File: src/rtl/writeback_unit_pkg.sv
// Shared types for the RV32I writeback path: result sources, load funct3 codes, writeback FSM states.
// Consumed by writeback_unit, its interface and load_aligner via import rv32i_pkg::*.
package rv32i_pkg;

    typedef enum logic [1:0] {
        WB_SRC_ALU = 2'd0,
        WB_SRC_MEM = 2'd1,
        WB_SRC_PC4 = 2'd2,
        WB_SRC_IMM = 2'd3
    } wb_src_e;

    localparam logic [2:0] F3_LB  = 3'd0;
    localparam logic [2:0] F3_LH  = 3'd1;
    localparam logic [2:0] F3_LW  = 3'd2;
    localparam logic [2:0] F3_LBU = 3'd4;
    localparam logic [2:0] F3_LHU = 3'd5;

    typedef enum logic [1:0] {
        ST_IDLE     = 2'd0,
        ST_WAIT_MEM = 2'd1,
        ST_WRITE    = 2'd2
    } wb_state_e;

endpackage

File: src/rtl/writeback_unit_if.sv
// Writeback request, load-return and register-file write port bundle.
// slave = writeback_unit side, master = controller/memory/register-file side.
interface writeback_unit_if;
    import rv32i_pkg::*;

    logic        wb_valid;
    logic        wb_ready;
    wb_src_e     wb_src;
    logic [4:0]  wb_rd;
    logic [2:0]  funct3;
    logic [31:0] alu_result;
    logic [31:0] pc;
    logic [31:0] imm;
    logic [31:0] mem_rdata;
    logic        mem_rvalid;
    logic        write_register;
    logic [4:0]  rd;
    logic [31:0] rdv;
    logic        wb_done;
    logic        wb_err;

    modport slave (
        input  wb_valid, wb_src, wb_rd, funct3, alu_result, pc, imm, mem_rdata, mem_rvalid,
        output wb_ready, write_register, rd, rdv, wb_done, wb_err
    );

    modport master (
        output wb_valid, wb_src, wb_rd, funct3, alu_result, pc, imm, mem_rdata, mem_rvalid,
        input  wb_ready, write_register, rd, rdv, wb_done, wb_err
    );

endinterface

File: src/rtl/writeback_unit_load_aligner.sv
// Combinational load aligner: picks byte/halfword/word by address offset and extends it.
// Also flags misaligned halfword/word accesses and reserved funct3 codes.
module load_aligner
    import rv32i_pkg::*;
(
    input  logic [31:0] word,
    input  logic [1:0]  offset,
    input  logic [2:0]  funct3,
    output logic [31:0] value,
    output logic        misaligned
);

    logic [7:0]  byte_sel;
    logic [15:0] half_sel;

    always_comb begin
        byte_sel = word[7:0];
        case (offset)
            2'd0: byte_sel = word[7:0];
            2'd1: byte_sel = word[15:8];
            2'd2: byte_sel = word[23:16];
            2'd3: byte_sel = word[31:24];
            default: byte_sel = word[7:0];
        endcase
        half_sel = offset[1] ? word[31:16] : word[15:0];
    end

    always_comb begin
        value      = 32'd0;
        misaligned = 1'b0;
        case (funct3)
            F3_LB:  value = {{24{byte_sel[7]}}, byte_sel};
            F3_LBU: value = {24'd0, byte_sel};
            F3_LH: begin
                value      = {{16{half_sel[15]}}, half_sel};
                misaligned = offset[0];
            end
            F3_LHU: begin
                value      = {16'd0, half_sel};
                misaligned = offset[0];
            end
            F3_LW: begin
                value      = word;
                misaligned = (offset != 2'd0);
            end
            default: misaligned = 1'b1;
        endcase
    end

endmodule

File: src/rtl/writeback_unit.sv
// Register-file writer for the RV32I multi-cycle core: source select, load wait/align, one-cycle write.
// Optional WAIT_MEM timeout is enabled by defining WB_TIMEOUT_EN.
//
// state       | meaning
// ST_IDLE     | ready for a request; accepts on wb_valid
// ST_WAIT_MEM | load accepted, waiting for mem_rvalid (or timeout)
// ST_WRITE    | one cycle: write port / wb_done / wb_err outputs asserted
module writeback_unit
    import rv32i_pkg::*;
#(
    parameter int unsigned TIMEOUT_CYCLES = 16
) (
    input  logic            clk,
    input  logic            rst_n,
    writeback_unit_if.slave bus
);

    if (TIMEOUT_CYCLES < 1 || TIMEOUT_CYCLES > 255) begin : g_bad_timeout
        $error("writeback_unit: TIMEOUT_CYCLES must be in 1..255");
    end

    wb_state_e   state;
    logic [2:0]  f3_q;
    logic [1:0]  off_q;
    logic [1:0]  aln_offset;
    logic [2:0]  aln_funct3;
    logic [31:0] aln_value;
    logic        aln_misaligned;
    logic [31:0] src_value;

`ifdef WB_TIMEOUT_EN
    localparam logic [7:0] TMO_LIMIT = 8'(TIMEOUT_CYCLES);
    logic [7:0] tmo_cnt;
`endif

    // One aligner serves both the accept-time misalignment check and the later data alignment.
    assign aln_offset = (state == ST_IDLE) ? bus.alu_result[1:0] : off_q;
    assign aln_funct3 = (state == ST_IDLE) ? bus.funct3 : f3_q;

    load_aligner u_aligner (
        .word       (bus.mem_rdata),
        .offset     (aln_offset),
        .funct3     (aln_funct3),
        .value      (aln_value),
        .misaligned (aln_misaligned)
    );

    always_comb begin
        src_value = bus.alu_result;
        case (bus.wb_src)
            WB_SRC_ALU: src_value = bus.alu_result;
            WB_SRC_PC4: src_value = bus.pc + 32'd4;
            WB_SRC_IMM: src_value = bus.imm;
            default:    src_value = bus.alu_result;
        endcase
    end

    always_ff @(posedge clk) begin
        if (!rst_n) begin
            state              <= ST_IDLE;
            f3_q               <= 3'd0;
            off_q              <= 2'd0;
            bus.wb_ready       <= 1'b1;
            bus.write_register <= 1'b0;
            bus.wb_done        <= 1'b0;
            bus.wb_err         <= 1'b0;
            bus.rd             <= 5'd0;
            bus.rdv            <= 32'd0;
`ifdef WB_TIMEOUT_EN
            tmo_cnt            <= 8'd0;
`endif
        end else begin
            case (state)
                ST_IDLE: begin
                    if (bus.wb_valid) begin
                        bus.rd       <= bus.wb_rd;
                        f3_q         <= bus.funct3;
                        off_q        <= bus.alu_result[1:0];
                        bus.wb_ready <= 1'b0;
                        if (bus.wb_src != WB_SRC_MEM) begin
                            bus.rdv            <= src_value;
                            bus.write_register <= (bus.wb_rd != 5'd0);
                            bus.wb_done        <= 1'b1;
                            state              <= ST_WRITE;
                        end else if (aln_misaligned) begin
                            bus.rdv     <= 32'd0;
                            bus.wb_err  <= 1'b1;
                            bus.wb_done <= 1'b1;
                            state       <= ST_WRITE;
                        end else begin
`ifdef WB_TIMEOUT_EN
                            tmo_cnt <= 8'd0;
`endif
                            state   <= ST_WAIT_MEM;
                        end
                    end
                end
                ST_WAIT_MEM: begin
                    if (bus.mem_rvalid) begin
                        bus.rdv            <= aln_value;
                        bus.write_register <= (bus.rd != 5'd0);
                        bus.wb_done        <= 1'b1;
                        state              <= ST_WRITE;
                    end
`ifdef WB_TIMEOUT_EN
                    else if (tmo_cnt + 8'd1 == TMO_LIMIT) begin
                        bus.wb_err  <= 1'b1;
                        bus.wb_done <= 1'b1;
                        state       <= ST_WRITE;
                    end else begin
                        tmo_cnt <= tmo_cnt + 8'd1;
                    end
`endif
                end
                ST_WRITE: begin
                    bus.write_register <= 1'b0;
                    bus.wb_done        <= 1'b0;
                    bus.wb_err         <= 1'b0;
                    bus.wb_ready       <= 1'b1;
                    state              <= ST_IDLE;
                end
                default: begin
                    bus.write_register <= 1'b0;
                    bus.wb_done        <= 1'b0;
                    bus.wb_err         <= 1'b0;
                    bus.wb_ready       <= 1'b1;
                    state              <= ST_IDLE;
                end
            endcase
        end
    end

endmodule

File: src/flat_wrapper.sv
// flat-port wrapper written by rule: the top's interface ports become plain ports
module writeback_unit_flat import rv32i_pkg::*;
#(
    parameter int unsigned TIMEOUT_CYCLES = 16
)
  (clk, rst_n, bus_wb_valid, bus_wb_src, bus_wb_rd, bus_funct3, bus_alu_result, bus_pc, bus_imm, bus_mem_rdata, bus_mem_rvalid, bus_wb_ready, bus_write_register, bus_rd, bus_rdv, bus_wb_done, bus_wb_err);
  writeback_unit_if bus_i ();
  input  logic clk;
  input  logic rst_n;
  input wire logic [$bits(bus_i.wb_valid)-1:0] bus_wb_valid;
  input wire logic [$bits(bus_i.wb_src)-1:0] bus_wb_src;
  input wire logic [$bits(bus_i.wb_rd)-1:0] bus_wb_rd;
  input wire logic [$bits(bus_i.funct3)-1:0] bus_funct3;
  input wire logic [$bits(bus_i.alu_result)-1:0] bus_alu_result;
  input wire logic [$bits(bus_i.pc)-1:0] bus_pc;
  input wire logic [$bits(bus_i.imm)-1:0] bus_imm;
  input wire logic [$bits(bus_i.mem_rdata)-1:0] bus_mem_rdata;
  input wire logic [$bits(bus_i.mem_rvalid)-1:0] bus_mem_rvalid;
  output wire logic [$bits(bus_i.wb_ready)-1:0] bus_wb_ready;
  output wire logic [$bits(bus_i.write_register)-1:0] bus_write_register;
  output wire logic [$bits(bus_i.rd)-1:0] bus_rd;
  output wire logic [$bits(bus_i.rdv)-1:0] bus_rdv;
  output wire logic [$bits(bus_i.wb_done)-1:0] bus_wb_done;
  output wire logic [$bits(bus_i.wb_err)-1:0] bus_wb_err;
  assign bus_i.wb_valid = bus_wb_valid;
  assign bus_i.wb_src = bus_wb_src;
  assign bus_i.wb_rd = bus_wb_rd;
  assign bus_i.funct3 = bus_funct3;
  assign bus_i.alu_result = bus_alu_result;
  assign bus_i.pc = bus_pc;
  assign bus_i.imm = bus_imm;
  assign bus_i.mem_rdata = bus_mem_rdata;
  assign bus_i.mem_rvalid = bus_mem_rvalid;
  assign bus_wb_ready = bus_i.wb_ready;
  assign bus_write_register = bus_i.write_register;
  assign bus_rd = bus_i.rd;
  assign bus_rdv = bus_i.rdv;
  assign bus_wb_done = bus_i.wb_done;
  assign bus_wb_err = bus_i.wb_err;
  writeback_unit #(.TIMEOUT_CYCLES(TIMEOUT_CYCLES)) u_core (.clk(clk), .rst_n(rst_n), .bus(bus_i));
endmodule
File: config.mk
export PLATFORM = sky130hd
export DESIGN_NAME = writeback_unit_flat
export DESIGN_NICKNAME = d
export VERILOG_FILES = /design/src/rtl/writeback_unit_pkg.sv /design/src/rtl/writeback_unit_if.sv /design/src/rtl/writeback_unit_load_aligner.sv /design/src/rtl/writeback_unit.sv /design/src/flat_wrapper.sv
export SDC_FILE = /design/constraint.sdc
export NUM_CORES = 1
export LEC_CHECK = 0
export CORE_MARGIN = 5
export CORE_UTILIZATION = 42
export CTS_CLUSTER_SIZE = 14
export DETAILED_ROUTE_END_ITERATION = 6
export GPL_ROUTABILITY_DRIVEN = 1
export MAX_ROUTING_LAYER = met4
export PLACE_DENSITY = 0.82
export SYNTH_ARGS = -nofsm -noshare
export SYNTH_HDL_FRONTEND = slang
export SYNTH_SLANG_ARGS = --single-unit
export TNS_END_PERCENT = 1
File: constraint.sdc
create_clock -name clk -period 2.5 [get_ports clk]
set_clock_uncertainty 0.05 [all_clocks]
set_input_delay 0.5 -clock clk [delete_from_list [all_inputs] [get_ports clk]]
set_output_delay 0.5 -clock clk [all_outputs]
set_load 0.005 [all_outputs]
==> results.toml <==
[logic_synthesis]
instance_count_of_the_mapped_netlist = 485
netlist-cell-type-count = 67
synthesis.yosys.warnings = 0
synthesized_area_divided_by_synthesized_cell_count_sq_um = 7.95
net_count_after_synthesis = 628
number_of_enable_type_register_cells_in_the_synthesized_netlist = 0
synth-seq-cells = 48
synth_ff_type = "dfxtp_1"
synth-async-reset-ratio_pct = 0
mappedNetlistArea_sq_um = 3850
proportion_of_synthesized_chip_area_in_sequential_cells_pct = 24.9

[timing]
holdWs_ns = 0.425
max_freq_ghz = 0.404
grt_setup_unrepaired = "true"
tightestPinTransition_ns = 0.510
post_route_minimum_period_ns = 2.47
final_cycle_utilization_of_the_critical_path_pct = 98.9
report.final.hold_viol_count = 0
setup_viol = 0
timing.max_slew.rel_slack_pct = 66.0
count_of_pins_over_their_slew_limit = 0

[clock_network]
clock-root-buffer = "clkbuf_8"
cts_tree = "yes"
cts.htree.levels = 2
clock-sinks = 48
cts_buffer_depth = 2
cts_inserted_buffers = 5
insertion_delay_ns = 0.30
clk_pin_slew_worst_paths_ns = 0.10

[power]
ir_drop_mv = 0.259
cellLeakagePower_nw = 2.53
p_sw_mw = 0.903
power.density_nw_per_um2 = 433
internal_power_mw = 1.96
design_power_total_mw = 2.86
power_frac_comb_pct = 44.1
sw_ratio_pct = 31.6
sequential_group_share_of_total_power_pct = 32.1
pwr-share-clk_pct = 23.8

[place]
post_detail_place_hpwl_mm = 13.9
detailed_place.area_sq_um = 6330
global_placement_routability_congestion = 0.971
io_buffer_count = 182

[cells_and_area]
final_layout_size_suffix_gt1_share_pct = 18.9
fillerInstances = 715
area_delta_synth_final_pct = 71.6
post_route_core_utilization_pct = 72.6
final_area_sq_um = 6620
finish.net_count = 868
antenna-diode-count = 0

[routing]
dr.first_iter.drc_count = 525
avgRoutedWirePerCell_um = 20.1
via_per_inst = 6.09
routed-via-count = 5097
detail_route.first_pass.iterations = 6
post-route-drc-count = 0
drtAntennaViolNets = 0
routed_wire_length_mm = 16.8

[setup_path]
worstSetupStartpointType = "input port"
crit_chain = "clkdlybuf4s50_1 > or4_4 > o31a_1 > buf_4 > nor2_2 > buf_6 > a31o_2 > a22o_1 > nand2_1 > a21oi_1"
crit_slowest_cell = "or4_4"
timing.critical_path.slowest_cell_delay_ns = 0.53
critical_path_required_ns = 2.69
ff2ff_setup_slack_ns = 0.12
crit_path_max_fanout = 21
critPathArrivalTime_ns = 2.67
setup.worst_path.end_class = "flip-flop"
type_of_the_worst_setup_path = "input port to flip-flop"

[global_routing]
grt_antenna_before_repair = 0
wire_length_of_the_first_global_routing_pass_mm = 26.3
number_of_global_route_vias_before_repair = 5156
grt_use_total_pct = 30.1
pin_count_of_the_biggest_net_entering_global_routing = 37
overflow_left_after_global_routing = 0

[die]
rows = 35
die_h_um = 106
core_area_sq_um = 9110
chipWidth_um = 106
die-area_sq_um = 11200
floorplan.initialDensity_pct = 42.3
top_level_ports = 183

[outcome]
outcome = "complete, no violations"

[worst_hold_path]
min_path_type = "flip-flop to flip-flop"

[flow_run]
max_cap_viol_count = 0
stage by stage:
step / cells / setup TNS, ns / worst slack (ns)
after floorplan: 485 / 0 / 0.273
after global placement: 829 / -8.21 / -0.363
after detailed placement: 829 / -9.63 / -0.426
after CTS: 837 / 0 / 0.000794
after global routing: 837 / -0.378 / -0.0760
final: 837 / 0 / 0.0270
sequential cells by signal, indices dropped and copies added, names as in the netlist:
name,flops
u_core.f3_q,3
u_core.bus.write_register,1
u_core.bus.rdv,32
u_core.bus.wb_err,1
u_core.bus.wb_done,1
u_core.bus.rd,5
u_core.off_q,2
u_core.bus.wb_ready,1
u_core.state,2
power by group through the flow:
stage | Sequential [mW] | Combinational [mW] | Clock, mW
3_5_place_dp | 0.932 | 1.21 | 0
3_3_place_gp | 0.929 | 1.18 | 0
5_1_grt | 0.928 | 1.34 | 0.711
2_1_floorplan | 0.925 | 0.508 | 0
6_report | 0.918 | 1.26 | 0.682
4_1_cts | 0.916 | 1.22 | 0.679
cells in the mapped netlist, types with 2 or more instances:
library cell   n  share of area [%]
nand2_1       55                5.4
a21oi_1       48                6.2
dfxtp_1       48                 25
nand3_1       24                3.1
o21ai_1       24                3.1
a22oi_1       23                4.5
nor2_1        22                2.1
clkbuf_1      20                1.9
o21ai_0       17                2.2
xor2_1        15                3.4
o221a_1       14                4.1
xnor2_1       13                3.0
a21boi_0      10                1.9
buf_2          9                1.2
mux2i_1        9                2.3
a222oi_1       8                2.1
inv_1          8               0.78
a221oi_1       7                1.6
and3_1         7                1.1
o221ai_1       7                1.6
mux4_2         6                3.5
nor2b_1        6               0.97
o31ai_1        6                1.2
nand4_1        5               0.81
a21o_1         4               0.78
a22o_1         4               0.91
a31oi_1        4               0.65
and4_1         4               0.91
nor3_1         4               0.52
a211oi_1       3               0.58
buf_4          3               0.58
nand2b_1       3               0.49
or2_1          3               0.49
or4_1          3               0.58
a31oi_2        2               0.65
and2_1         2               0.32
buf_6          2               0.58
nor2_2         2               0.32
o22ai_1        2               0.32
o31a_1         2               0.45
metal layers:
| layer | vias up | track usage, % | share of wire [%] |
|---|---|---|---|
| met1 | 2385 | 38.1 | 40 |
| met3 | 47 | 5.21 | 9.0 |
| met5 | - | - | 0 |
| li1 | 2352 | - | - |
| met2 | 313 | 49.0 | 48 |
| met4 | 0 | 9.53 | 3.3 |
cell families (layout without fill, tap and decap cells):
group / count (synthesis) / after routing / share of synthesized area [%]
muxes: 18 / 18 / 6.78
AOI/OAI and AO/OA: 196 / 196 / 36.4
xor gates and xnor gates: 28 / 28 / 6.36
DFF: 48 / 48 / 24.9
and+or+nand+nor: 151 / 151 / 20.1
buffers and inverters: 43 / 284 / 5.16
adders and majority gates: 1 / 1 / 0.325
worst paths after layout:
| kind | cells after the start | startpoint | end |
|---|---|---|---|
| min | 2 | u_core.bus.wb_ready | u_core.bus.wb_ready |
| max | 10 | bus_funct3[2] | u_core.bus.rdv[5] |
| max reg2reg | 8 | u_core.state[1] | u_core.bus.rdv[4] |
| min reg2reg | 2 | u_core.bus.wb_ready | u_core.bus.wb_ready |
what timing repair did:
action | CTS | global route
endpoints found under the setup margin | 10 | 31
pin swaps | 1 | 6
hold buffers | 0 | 0
gates resized for setup | 6 | 23
gates cloned | 0 | 0
buffers inserted | 0 | 0
area by class of cell:
| cell class | instances | area, sq um | share of cell area, % |
|---|---|---|---|
| multi-input combinational | 394 | 2830 | 42.8 |
| timing repair buffer | 268 | 2520 | 38.0 |
| sequential | 48 | 961 | 14.5 |
| tap | 111 | 139 | 2.10 |
| clock buffer | 5 | 68.8 | 1.04 |
| clock inverter | 3 | 68.8 | 1.04 |
| inverter | 8 | 30.0 | 0.454 |
cell usage in the layout (no fill, tap or decap), types with 5 or more instances in the layout:
cell,synthesis,routed
a21boi_0,10,10
a21oi_1,48,48
a222oi_1,8,8
a22oi_1,23,23
and3_1,7,6
buf_4,3,82
clkbuf_8,0,5
clkdlybuf4s50_1,0,179
dfxtp_1,48,48
inv_1,8,8
mux2i_1,9,9
mux4_2,6,6
nand2_1,55,55
nand3_1,24,22
nand4_1,5,5
nor2_1,22,19
nor2b_1,6,6
o21ai_0,17,17
o21ai_1,24,23
o221a_1,14,14
o221ai_1,7,7
xnor2_1,13,13
xor2_1,15,14
worst max-delay path: cells and delay by family:
family | cells | cell delay (ns)
buf+inv | 3 | 0.78
simple gates | 3 | 0.76
compound gates | 4 | 0.62
Note: power is estimated with default switching activity, not from simulation.
